### src/rtl/dbram_port_ctrl_pkg.sv
// Shared encodings for the data-BRAM port controller: access sizes, tag width,
// FSM states and the lane helpers used by both the store and load paths.
package dbram_port_ctrl_pkg;

  localparam int TAG_W  = 4;
  localparam int DATA_W = 32;

  localparam logic [1:0] SZ_B   = 2'd0;
  localparam logic [1:0] SZ_H   = 2'd1;
  localparam logic [1:0] SZ_W   = 2'd2;
  localparam logic [1:0] SZ_RSV = 2'd3;

  typedef enum logic {
    ST_CLEAR = 1'b0,
    ST_RUN   = 1'b1
  } state_t;

  function automatic logic [3:0] lane_mask(input logic [1:0] size, input logic [1:0] off);
    case (size)
      SZ_B:    lane_mask = 4'b0001 << off;
      SZ_H:    lane_mask = 4'b0011 << off;
      default: lane_mask = 4'hF;
    endcase
  endfunction

  // Bring the addressed lane(s) down to bit 0, then truncate and extend.
  function automatic logic [DATA_W-1:0] load_extract(input logic [DATA_W-1:0] word,
                                                     input logic [1:0] size,
                                                     input logic [1:0] off,
                                                     input logic sgn);
    logic [DATA_W-1:0] sh;
    sh = word >> {off, 3'b000};
    case (size)
      SZ_B:    load_extract = {{24{sgn & sh[7]}}, sh[7:0]};
      SZ_H:    load_extract = {{16{sgn & sh[15]}}, sh[15:0]};
      default: load_extract = sh;
    endcase
  endfunction

endpackage

### src/rtl/dbram_rsp_fifo.sv
// Response FIFO: DEPTH entries of WIDTH bits, first-word-fall-through output,
// simultaneous push and pop both take effect.
module dbram_rsp_fifo #(
  parameter int DEPTH = 3,
  parameter int WIDTH = 37,
  localparam int PTR_W = (DEPTH > 1) ? $clog2(DEPTH) : 1,
  localparam int CNT_W = $clog2(DEPTH + 1)
) (
  input  logic             clk,
  input  logic             rst,
  input  logic             push,
  input  logic [WIDTH-1:0] push_data,
  input  logic             pop,
  output logic             out_valid,
  output logic [WIDTH-1:0] out_data,
  output logic [CNT_W-1:0] count
);

  logic [WIDTH-1:0] mem [DEPTH];
  logic [PTR_W-1:0] wr_ptr;
  logic [PTR_W-1:0] rd_ptr;
  logic             do_push;
  logic             do_pop;

  function automatic logic [PTR_W-1:0] bump(input logic [PTR_W-1:0] p);
    return (p == PTR_W'(DEPTH - 1)) ? '0 : p + PTR_W'(1);
  endfunction

  assign out_valid = (count != '0);
  assign do_pop    = pop && out_valid;
  assign do_push   = push && ((count != CNT_W'(DEPTH)) || do_pop);
  // Empty FIFO presents zeros so the response bus is clean out of reset.
  assign out_data  = out_valid ? mem[rd_ptr] : '0;

  always_ff @(posedge clk) begin
    if (rst) begin
      wr_ptr <= '0;
      rd_ptr <= '0;
      count  <= '0;
    end else begin
      if (do_push) wr_ptr <= bump(wr_ptr);
      if (do_pop)  rd_ptr <= bump(rd_ptr);
      case ({do_push, do_pop})
        2'b10:   count <= count + CNT_W'(1);
        2'b01:   count <= count - CNT_W'(1);
        default: count <= count;
      endcase
    end
  end

  always_ff @(posedge clk) begin
    if (do_push) mem[wr_ptr] <= push_data;
  end

endmodule

### src/rtl/dbram_port_ctrl.sv
// Single-port data-BRAM controller: zero-fills the RAM after reset, then serves
// byte/half/word loads and stores with in-order tagged responses.
// Define DBRAM_MISALIGN_TRAP_EN to reject misaligned halves/words with an error.
module dbram_port_ctrl
  import dbram_port_ctrl_pkg::*;
#(
  parameter int RSP_DEPTH = 3
) (
  input  logic              clk,
  input  logic              rst,
  input  logic              req_valid,
  output logic              req_ready,
  input  logic              req_we,
  input  logic [12:0]       req_addr,
  input  logic [1:0]        req_size,
  input  logic              req_signed,
  input  logic [31:0]       req_wdata,
  input  logic [TAG_W-1:0]  req_tag,
  output logic              rsp_valid,
  input  logic              rsp_ready,
  output logic [31:0]       rsp_data,
  output logic [TAG_W-1:0]  rsp_tag,
  output logic              rsp_err,
  output logic              ram_rd_en,
  output logic [10:0]       ram_rd_addr,
  input  logic [31:0]       ram_rd_data,
  output logic [3:0]        ram_wr_en,
  output logic [10:0]       ram_wr_addr,
  output logic [31:0]       ram_wr_data,
  output logic              fsm_state
);

  localparam int FIFO_W = DATA_W + TAG_W + 1;
  localparam int CNT_W  = $clog2(RSP_DEPTH + 1);

  // Handshakes: a transfer happens on any cycle where valid && ready; valid
  // holders keep their payload stable until that cycle, and ready never
  // depends combinationally on the matching valid.

  state_t             state;
  logic [10:0]        clr_cnt;

  // One-deep stage between acceptance and the FIFO push; it covers the RAM
  // read latency and keeps stores in the same slot order as loads.
  logic               st_valid;
  logic               st_load;
  logic               st_err;
  logic               st_signed;
  logic [1:0]         st_size;
  logic [1:0]         st_off;
  logic [TAG_W-1:0]   st_tag;

  logic [CNT_W-1:0]   occ;
  logic               accept;
  logic               misalign;
  logic               req_err;
  logic [1:0]         off;
  logic [DATA_W-1:0]  rsp_word;
  logic [FIFO_W-1:0]  push_data;
  logic [FIFO_W-1:0]  pop_data;

  assign fsm_state = (state == ST_RUN);
  assign req_ready = (state == ST_RUN) && ((int'(occ) + int'(st_valid)) < RSP_DEPTH);
  assign accept    = req_valid && req_ready;

  always_comb begin
    misalign = 1'b0;
`ifdef DBRAM_MISALIGN_TRAP_EN
    misalign = ((req_size == SZ_H) && req_addr[0]) ||
               ((req_size == SZ_W) && (req_addr[1:0] != 2'b00));
`endif
    req_err = (req_size == SZ_RSV) || misalign;
    // Without the trap, misaligned accesses silently drop the low offset bits.
    case (req_size)
      SZ_B:    off = req_addr[1:0];
      SZ_H:    off = {req_addr[1], 1'b0};
      default: off = 2'b00;
    endcase
  end

  always_comb begin
    ram_rd_en   = 1'b0;
    ram_rd_addr = req_addr[12:2];
    ram_wr_en   = 4'h0;
    ram_wr_addr = req_addr[12:2];
    ram_wr_data = 32'h0;
    if (!rst) begin
      if (state == ST_CLEAR) begin
        ram_wr_en   = 4'hF;
        ram_wr_addr = clr_cnt;
      end else if (accept && !req_err) begin
        if (req_we) begin
          ram_wr_en = lane_mask(req_size, off);
          case (req_size)
            SZ_B:    ram_wr_data = {4{req_wdata[7:0]}};
            SZ_H:    ram_wr_data = {2{req_wdata[15:0]}};
            default: ram_wr_data = req_wdata;
          endcase
        end else begin
          ram_rd_en = 1'b1;
        end
      end
    end
  end

  assign rsp_word  = (st_load && !st_err) ? load_extract(ram_rd_data, st_size, st_off, st_signed)
                                          : '0;
  assign push_data = {rsp_word, st_tag, st_err};

  always_ff @(posedge clk) begin
    if (rst) begin
      state     <= ST_CLEAR;
      clr_cnt   <= '0;
      st_valid  <= 1'b0;
      st_load   <= 1'b0;
      st_err    <= 1'b0;
      st_signed <= 1'b0;
      st_size   <= SZ_B;
      st_off    <= 2'b00;
      st_tag    <= '0;
    end else begin
      case (state)
        ST_CLEAR: begin
          clr_cnt <= clr_cnt + 11'd1;
          if (clr_cnt == 11'h7FF) state <= ST_RUN;
        end
        ST_RUN: state <= ST_RUN;
        default: state <= ST_CLEAR;
      endcase
      st_valid <= accept;
      if (accept) begin
        st_load   <= !req_we;
        st_err    <= req_err;
        st_signed <= req_signed;
        st_size   <= req_size;
        st_off    <= off;
        st_tag    <= req_tag;
      end
    end
  end

  dbram_rsp_fifo #(
    .DEPTH (RSP_DEPTH),
    .WIDTH (FIFO_W)
  ) u_rsp_fifo (
    .clk       (clk),
    .rst       (rst),
    .push      (st_valid),
    .push_data (push_data),
    .pop       (rsp_ready),
    .out_valid (rsp_valid),
    .out_data  (pop_data),
    .count     (occ)
  );

  assign {rsp_data, rsp_tag, rsp_err} = pop_data;

endmodule

### config.mk
export PLATFORM = sky130hd
export DESIGN_NAME = dbram_port_ctrl
export DESIGN_NICKNAME = d
export VERILOG_FILES = /design/src/rtl/dbram_port_ctrl_pkg.sv /design/src/rtl/dbram_rsp_fifo.sv /design/src/rtl/dbram_port_ctrl.sv
export SDC_FILE = /design/constraint.sdc
export NUM_CORES = 1
export LEC_CHECK = 0
export ABC_AREA = 1
export ABC_CLOCK_PERIOD_IN_PS = 10650
export CELL_PAD_IN_SITES_DETAIL_PLACEMENT = 1
export CELL_PAD_IN_SITES_GLOBAL_PLACEMENT = 1
export CORE_ASPECT_RATIO = 1.5
export CORE_MARGIN = 2
export CORE_UTILIZATION = 40
export CTS_CLUSTER_DIAMETER = 40
export CTS_CLUSTER_SIZE = 24
export DETAILED_ROUTE_END_ITERATION = 6
export GPL_TIMING_DRIVEN = 0
export PLACE_DENSITY_LB_ADDON = 0.1
export SYNTH_ARGS = -nofsm -noshare
export SYNTH_HDL_FRONTEND = slang
export SYNTH_SLANG_ARGS = --single-unit
### constraint.sdc
create_clock -name clk -period 10.65 [get_ports clk]
set_input_delay 2.13 -clock clk [delete_from_list [all_inputs] [get_ports clk]]
set_output_delay 2.13 -clock clk [all_outputs]
set_load 0.02 [all_outputs]
# == Yosys cells after proc, flatten, opt, wreduce, memory -nomap -nowiden ==
# Memory sizes are Yosys's and may differ from the RTL's. A register that Yosys moved wholly into a read port is not among the register bits.
# Index checks and enable logic that the tools add are counted.
# totals
n_memories,1
out_inout_bits,99
regBits,30
ramBits,111
elab_cells,78
# mem_list
name,words,width,rd,rd_clocked_by_memory_dff,write_ports,line_no,text
u_rsp_fifo.mem,3,37,1,1,1,dbram_rsp_fifo.sv:19,logic [WIDTH-1:0] mem [DEPTH];
# op_classes
shifts,3
n_mux,29
n_addsub,6
reduce_logical,14
n_bitwise,3
magnitude_cmp,1
eq_ne,9
# ops
cell,count
32-bit two-way mux,5
32-bit one-hot mux with 2 select lines,2
37-bit two-way mux,1
32-bit by 5-bit >> shifter with 32-bit output,1
11-bit two-way mux,2
4-bit two-way mux,4
11-bit by 1-bit adder with 11-bit output (second input constant),1
11-bit equality test (second input constant),1
2-bit equality test (second input constant),4
2-bit two-way mux,4
2-bit one-hot mux with 2 select lines,2
4-bit one-hot mux with 2 select lines,1
1-bit two-way mux,7
2-bit by 1-bit adder with 2-bit output (second input constant),3
2-bit by 1-bit equality test with 1-bit output (second input constant),3
1-bit logical AND,6
2-bit logical NOT,2
2-bit nonzero test,2
1-bit by 2-bit << shifter with 4-bit output (first input constant),1
2-bit by 2-bit << shifter with 4-bit output (first input constant),1
2-bit by 1-bit adder with 3-bit output,1
1-bit logical NOT,3
3-bit by 2-bit < comparator with 1-bit output (second input constant),1
1-bit AND,2
5 further kinds,5

# == Longest topological paths before layout ==
# logic_depth
ltp_word,8
depth_mapped,9
ltp_nobuf,9

# == Modules after synthesis ==
# Synthesis repeated with hierarchy kept, for this count alone.
# unflattened
cells_unflattened,942
area_unflattened_um2,7748.7
# modules_own_cells
mod,area_each_um2,cells_each,seq_area_each_um2,instances
dbram_rsp_fifo,4996.0,440,3493.4,1
dbram_port_ctrl,2752.6,502,480.5,1

# == Worst setup path after synthesis ==
# Ideal clock, no wire load.
# synth_path
kind,input-to-reg
startpoint,in rsp_ready
endpoint,"mem u_rsp_fifo.mem[2][0], enable pin"
path_buffers,0
arrival_time_ps,4870
required_time_ps,10173
cell_stages,3
path_slack_ps,5303
cell_sequence,nand3b_1 -> nand2_1 -> nor3_1
# synth_via
elab_chain_len,5
# synth_lines
element,line_no,text
start: declaration,dbram_port_ctrl.sv:20,"input logic rsp_ready,"
1-bit logical AND,dbram_rsp_fifo.sv:30,assign do_pop = pop && out_valid;
1-bit logical OR,dbram_rsp_fifo.sv:31,assign do_push = push && ((count != CNT_W'(DEPTH)) || do_pop);
1-bit logical AND,dbram_rsp_fifo.sv:31,
1-bit two-way mux,dbram_rsp_fifo.sv:52,if (do_push) mem[wr_ptr] <= push_data;
1-bit two-way mux (implied by the code),dbram_rsp_fifo.sv:52,
end: declaration,dbram_rsp_fifo.sv:19,
# No other way between the ends.

# == Worst setup path in the final report ==
# layout_path
startpoint,in req_size[1]
endpoint,out ram_wr_data[27]
# layout_via
elab_chain_len,6
word_cells_on_any_way,10
cone_classes,2 x eq/ne; 5 x mux; 3 x reduce/logical
# layout_lines
element,line_no,text
start: declaration,dbram_port_ctrl.sv:15,"input logic [1:0] req_size,"
"2-bit by 1-bit equality test with 1-bit output, or another cell as far along",dbram_port_ctrl.sv:94,case (req_size)
32-bit one-hot mux with 2 select lines or 1-bit logical NOT (tied branches),"dbram_port_ctrl.sv:94, dbram_port_ctrl.sv:91",
32-bit two-way mux or 1-bit logical AND (tied branches),"dbram_port_ctrl.sv:92, dbram_port_ctrl.sv:91",
32-bit two-way mux (*),dbram_port_ctrl.sv:91,end else if (accept && !req_err) begin
32-bit two-way mux (*),dbram_port_ctrl.sv:88,if (state == ST_CLEAR) begin
32-bit two-way mux (*),dbram_port_ctrl.sv:87,if (!rst) begin
end: declaration,dbram_port_ctrl.sv:29,"output logic [31:0] ram_wr_data,"
# Mark *: on every way between the ends. The rest lies on a longest branch, timed or not.

==> flow_metrics.env <==
export IMPL_accumulated_negative_setup_slack_ps=0
export IMPL_postSynth_topFlopCell="sky130_fd_sc_hd__edfxtp_1"
export IMPL_post_synth_fa_ha_maj_area_fraction_pct=0.664
export IMPL_startpoint_types="input pin"
export IMPL_rr_startpoint="u_rsp_fifo.count[0]"
export IMPL_crit_reg2reg_capture="u_rsp_fifo.mem[2][22]"
export IMPL_max_cap_viol_count=0
export IMPL_finalNonFillerCells=1336
export IMPL_p_total_w=0.00130
export IMPL_place_ws_ps=4120
export IMPL_ioPinCount=188
export IMPL_finalSetupViolCount=0
export IMPL_cts_tree="done"
export IMPL_h_tree_depth=4
export IMPL_worstPathBufferInverterCount=5
export IMPL_layout_drive_gt1_share_pct=11.1
export IMPL_io_buffer_count=186
export IMPL_grt_antenna_before_repair=0
export IMPL_global_route_total_usage_across_every_layer_pct=25.4
export IMPL_transition_time_at_the_pin_with_the_least_slew_margin_ps=931
export IMPL_post_synth_mux_area_share_pct=5.53
export IMPL_seq_area_frac_synth_pct=52.7
export IMPL_floorplan_core_area_um2=18500
export IMPL_synth_top_family_by_area="simple AND/OR/NAND/NOR gates"
export IMPL_hpwl_um=17900
export IMPL_status="complete, no violations"
export IMPL_tritoncts_num_buffers=17
export IMPL_worst_clock_skew_ps=16.8
export IMPL_timing_fmax_mhz=154
export IMPL_unrepaired_setup_endpoints_after_global_routing="no"
export IMPL_min_period_over_period_pct=61.0
export IMPL_synth_compound_gate_area_share_pct=12.7
export IMPL_antenna_cells=0
export IMPL_cts_hold_buf=0
export IMPL_critical_path_max_stage_delay_ps=630
export IMPL_drtIter0Drc=388
export IMPL_drc_errors=0
export IMPL_cellPowerDensity_nw_per_um2=125
export IMPL_layout_nets=1164
export IMPL_path_clk_slew_ps=70
export IMPL_p_leak_nw=4.34
export IMPL_end_kind="output pin"
export IMPL_synthesis_instances=861
export IMPL_clk_root_buffer_cell="sky130_fd_sc_hd__clkbuf_16"
export IMPL_post_drt_via_cell_ratio=5.09
export IMPL_worstSetupPathDepth=7
export IMPL_detail_route_antenna_nets=0
export IMPL_critical_path_slowest_cell="sky130_fd_sc_hd__clkdlybuf4s50_1"
export IMPL_edff_count_synth=111
export IMPL_max_vdd_ir_drop_uv=108
export IMPL_floorplan_initialDensity_pct=40.6
export IMPL_worst_setup_path_endpoint="ram_wr_data[27]"
export IMPL_yosys_area_share_simple_pct=16.9
export IMPL_setup_slack_ps=4150
export IMPL_die_area_um2=20000
export IMPL_timing_critical_path_from="req_size[1]"
export IMPL_worst_case_headroom_to_the_max_slew_limit_pct=37.6
export IMPL_fp_row_count=61
export IMPL_ys_async_sr_fraction_pct=0
export IMPL_cts_sinks=143
export IMPL_cts_max_path_buffers=2
export IMPL_final_period_minus_worst_setup_slack_ps=6500
export IMPL_synth_xor_area_share_pct=0.116
export IMPL_timing_hold_violations_final=0
export IMPL_post_drt_wl_per_cell_um=18.4
export IMPL_yosysWarningCount=0
export IMPL_min_delay_path_class="flop to flop"
export IMPL_cp_cell_sequence="clkdlybuf4s50_1 -> inv_1 -> buf_2 -> clkbuf_1 -> o21ai_0 -> nor3_1 -> clkdlybuf4s50_1"
export IMPL_route_vias_total=6798
export IMPL_post_synth_num_cell_types=30
export IMPL_synth_nets=954
export IMPL_count_of_cells_resized_by_post_cts_repair=0
export IMPL_fin_max_slew_vios=0
export IMPL_die_h_um=172
export IMPL_areaGrowthSynthToFinish_pct=38.0
export IMPL_worst_skew_pair_late_latency_ps=440
export IMPL_family_of_cells_with_the_greatest_summed_delay_on_the_critical_path="buffers and inverters"
export IMPL_worst_path_most_repeated_cell="sky130_fd_sc_hd__clkdlybuf4s50_1"
export IMPL_postCtsSetupBuffers=0
export IMPL_place_detailed_instances=1304
export IMPL_drtPass1Iterations=7
export IMPL_timing_reg2reg_setup_slack_ps=8430
export IMPL_worst_r2r_path_depth=6
export IMPL_cp_max_fo=10
export IMPL_timing_critical_path_arrival_ps=4370
export IMPL_gp_congestion=0.861
export IMPL_postSynthRegisterBits=143
export IMPL_routed_wire_length_um=24600
export IMPL_syn_avg_cell_area_um2=8.75
export IMPL_cp_required_ps=8520
export IMPL_setup_worst_path_class="input pin to output pin"
export IMPL_globalRoute_totalOverflow=0
export IMPL_die_width_um=116
export IMPL_synth_cell_area_um2=7540
export IMPL_maximum_number_of_pins_on_one_net_before_global_route_repair=31
export IMPL_grt_pass1_wl_um=38100
export IMPL_first_global_vias=7293
## cells in the final DEF (no fill, tap or decap), types with 2 or more instances in the layout
master,Yosys,layout
sky130_fd_sc_hd__mux2_2,37,37
sky130_fd_sc_hd__nand2_1,175,175
sky130_fd_sc_hd__ha_1,4,4
sky130_fd_sc_hd__inv_2,1,3
sky130_fd_sc_hd__nor2_4,2,2
sky130_fd_sc_hd__bufinv_16,0,2
sky130_fd_sc_hd__clkinv_1,0,2
sky130_fd_sc_hd__edfxtp_1,111,111
sky130_fd_sc_hd__buf_6,4,5
sky130_fd_sc_hd__nand3_1,41,41
sky130_fd_sc_hd__clkinv_4,0,2
sky130_fd_sc_hd__buf_8,0,2
sky130_fd_sc_hd__nand2_2,2,2
sky130_fd_sc_hd__buf_1,3,3
sky130_fd_sc_hd__nand4_1,5,5
sky130_fd_sc_hd__a21oi_1,85,85
sky130_fd_sc_hd__a311oi_1,7,7
sky130_fd_sc_hd__buf_4,15,15
sky130_fd_sc_hd__clkbuf_1,25,25
sky130_fd_sc_hd__dfxtp_1,32,32
sky130_fd_sc_hd__inv_6,0,4
sky130_fd_sc_hd__buf_2,13,13
sky130_fd_sc_hd__inv_1,138,136
sky130_fd_sc_hd__nor3_1,18,17
sky130_fd_sc_hd__nand3_4,3,3
sky130_fd_sc_hd__buf_12,0,2
sky130_fd_sc_hd__o21ai_0,86,86
sky130_fd_sc_hd__nor2_2,3,3
sky130_fd_sc_hd__inv_8,0,3
sky130_fd_sc_hd__nor2_1,42,42
sky130_fd_sc_hd__a211oi_1,3,3
sky130_fd_sc_hd__clkdlybuf4s50_1,0,186
sky130_fd_sc_hd__clkbuf_16,0,17
## routing by layer
| layer | vias up | GRT usage (%) | share of wire, % |
|---|---|---|---|
| li1 | 3273 | - | - |
| met1 | 3188 | 26.6 | 37 |
| met2 | 272 | 46.1 | 53 |
| met3 | 65 | 7.26 | 6.6 |
| met4 | 0 | 12.2 | 3.9 |
| met5 | - | 0 | 0 |
## Yosys cell counts, types with 3 or more instances
| library cell | number | area [um2] |
|---|---|---|
| sky130_fd_sc_hd__a311oi_1 | 7 | 61.3 |
| sky130_fd_sc_hd__nand3_4 | 3 | 52.6 |
| sky130_fd_sc_hd__buf_2 | 13 | 65.1 |
| sky130_fd_sc_hd__ha_1 | 4 | 50.1 |
| sky130_fd_sc_hd__clkbuf_1 | 25 | 93.8 |
| sky130_fd_sc_hd__nand2_1 | 175 | 657 |
| sky130_fd_sc_hd__buf_1 | 3 | 11.3 |
| sky130_fd_sc_hd__a21oi_1 | 85 | 425 |
| sky130_fd_sc_hd__dfxtp_1 | 32 | 641 |
| sky130_fd_sc_hd__mux2_2 | 37 | 417 |
| sky130_fd_sc_hd__nor3_1 | 18 | 90.1 |
| sky130_fd_sc_hd__edfxtp_1 | 111 | 3330 |
| sky130_fd_sc_hd__buf_4 | 15 | 113 |
| sky130_fd_sc_hd__nor2_2 | 3 | 18.8 |
| sky130_fd_sc_hd__nor2_1 | 42 | 158 |
| sky130_fd_sc_hd__nand4_1 | 5 | 31.3 |
| sky130_fd_sc_hd__o21ai_0 | 86 | 430 |
| sky130_fd_sc_hd__buf_6 | 4 | 45.0 |
| sky130_fd_sc_hd__inv_1 | 138 | 518 |
| sky130_fd_sc_hd__nand3_1 | 41 | 205 |
| sky130_fd_sc_hd__a211oi_1 | 3 | 22.5 |
## cell families (layout without fill, tap and decap cells)
family / count (synthesis) / in the layout
AOI/OAI and AO/OA: 183 / 183
xor gates and xnor gates: 1 / 1
adders and majority gates: 4 / 4
buffers and inverters: 200 / 423
DFF: 143 / 143
muxes: 37 / 37
and+or+nand+nor: 293 / 293
## tightest hold or removal path, stage by stage (launching register included)
cell	delay [ps]
sky130_fd_sc_hd__dfxtp_1	310
sky130_fd_sc_hd__nand2_1	60
sky130_fd_sc_hd__a21oi_1	50
## how the worst min path moves through the flow
| stage | startpoint | endpoint | slack [ps] | cells past startpoint |
|---|---|---|---|---|
| floorplan | st_load | st_load | 440 | 2 |
| finish | u_rsp_fifo.wr_ptr[1] | u_rsp_fifo.wr_ptr[1] | 470 | 2 |
| global route | u_rsp_fifo.wr_ptr[1] | u_rsp_fifo.wr_ptr[1] | 500 | 2 |
| detailed placement | u_rsp_fifo.wr_ptr[1] | u_rsp_fifo.wr_ptr[1] | 470 | 2 |
| global placement | u_rsp_fifo.wr_ptr[1] | u_rsp_fifo.wr_ptr[1] | 460 | 2 |
| CTS | st_load | st_load | 480 | 2 |
## layout make-up
| cell class | count | area, um2 |
|---|---|---|
| tap | 252 | 315 |
| buffer | 60 | 328 |
| multi-input combinational | 518 | 2710 |
| sequential | 143 | 3970 |
| fill | 2183 | 8140 |
| timing repair buffer | 191 | 1940 |
| inverter | 140 | 527 |
| clock buffer | 17 | 425 |
| clock inverter | 15 | 178 |
## power by group
group	switching (W)	leakage [nW]	internal, W
clock network	0.000262	0.292	0.000353
logic	0.0000426	2.96	0.0000494
registers	0.000000809	1.09	0.000593
## registers in the layout, indices dropped and copies added (netlist names), named ones only
name / count
st_valid: 1
st_load: 1
st_signed: 1
u_rsp_fifo.wr_ptr: 2
st_tag: 4
clr_cnt: 11
st_off: 2
u_rsp_fifo.mem: 111
st_size: 2
fsm_state: 1
u_rsp_fifo.rd_ptr: 2
u_rsp_fifo.count: 2
st_err: 1
## stage by stage
step	hold slack [ps]	area [um2]	util, %
floorplan	441	7540	-
global placement	456	9710	52.4
detailed placement	467	9800	52.8
CTS	476	10400	56.1
global route	504	10400	56.1
finish	470	10400	56.1
(Power assumes the default switching activity.)
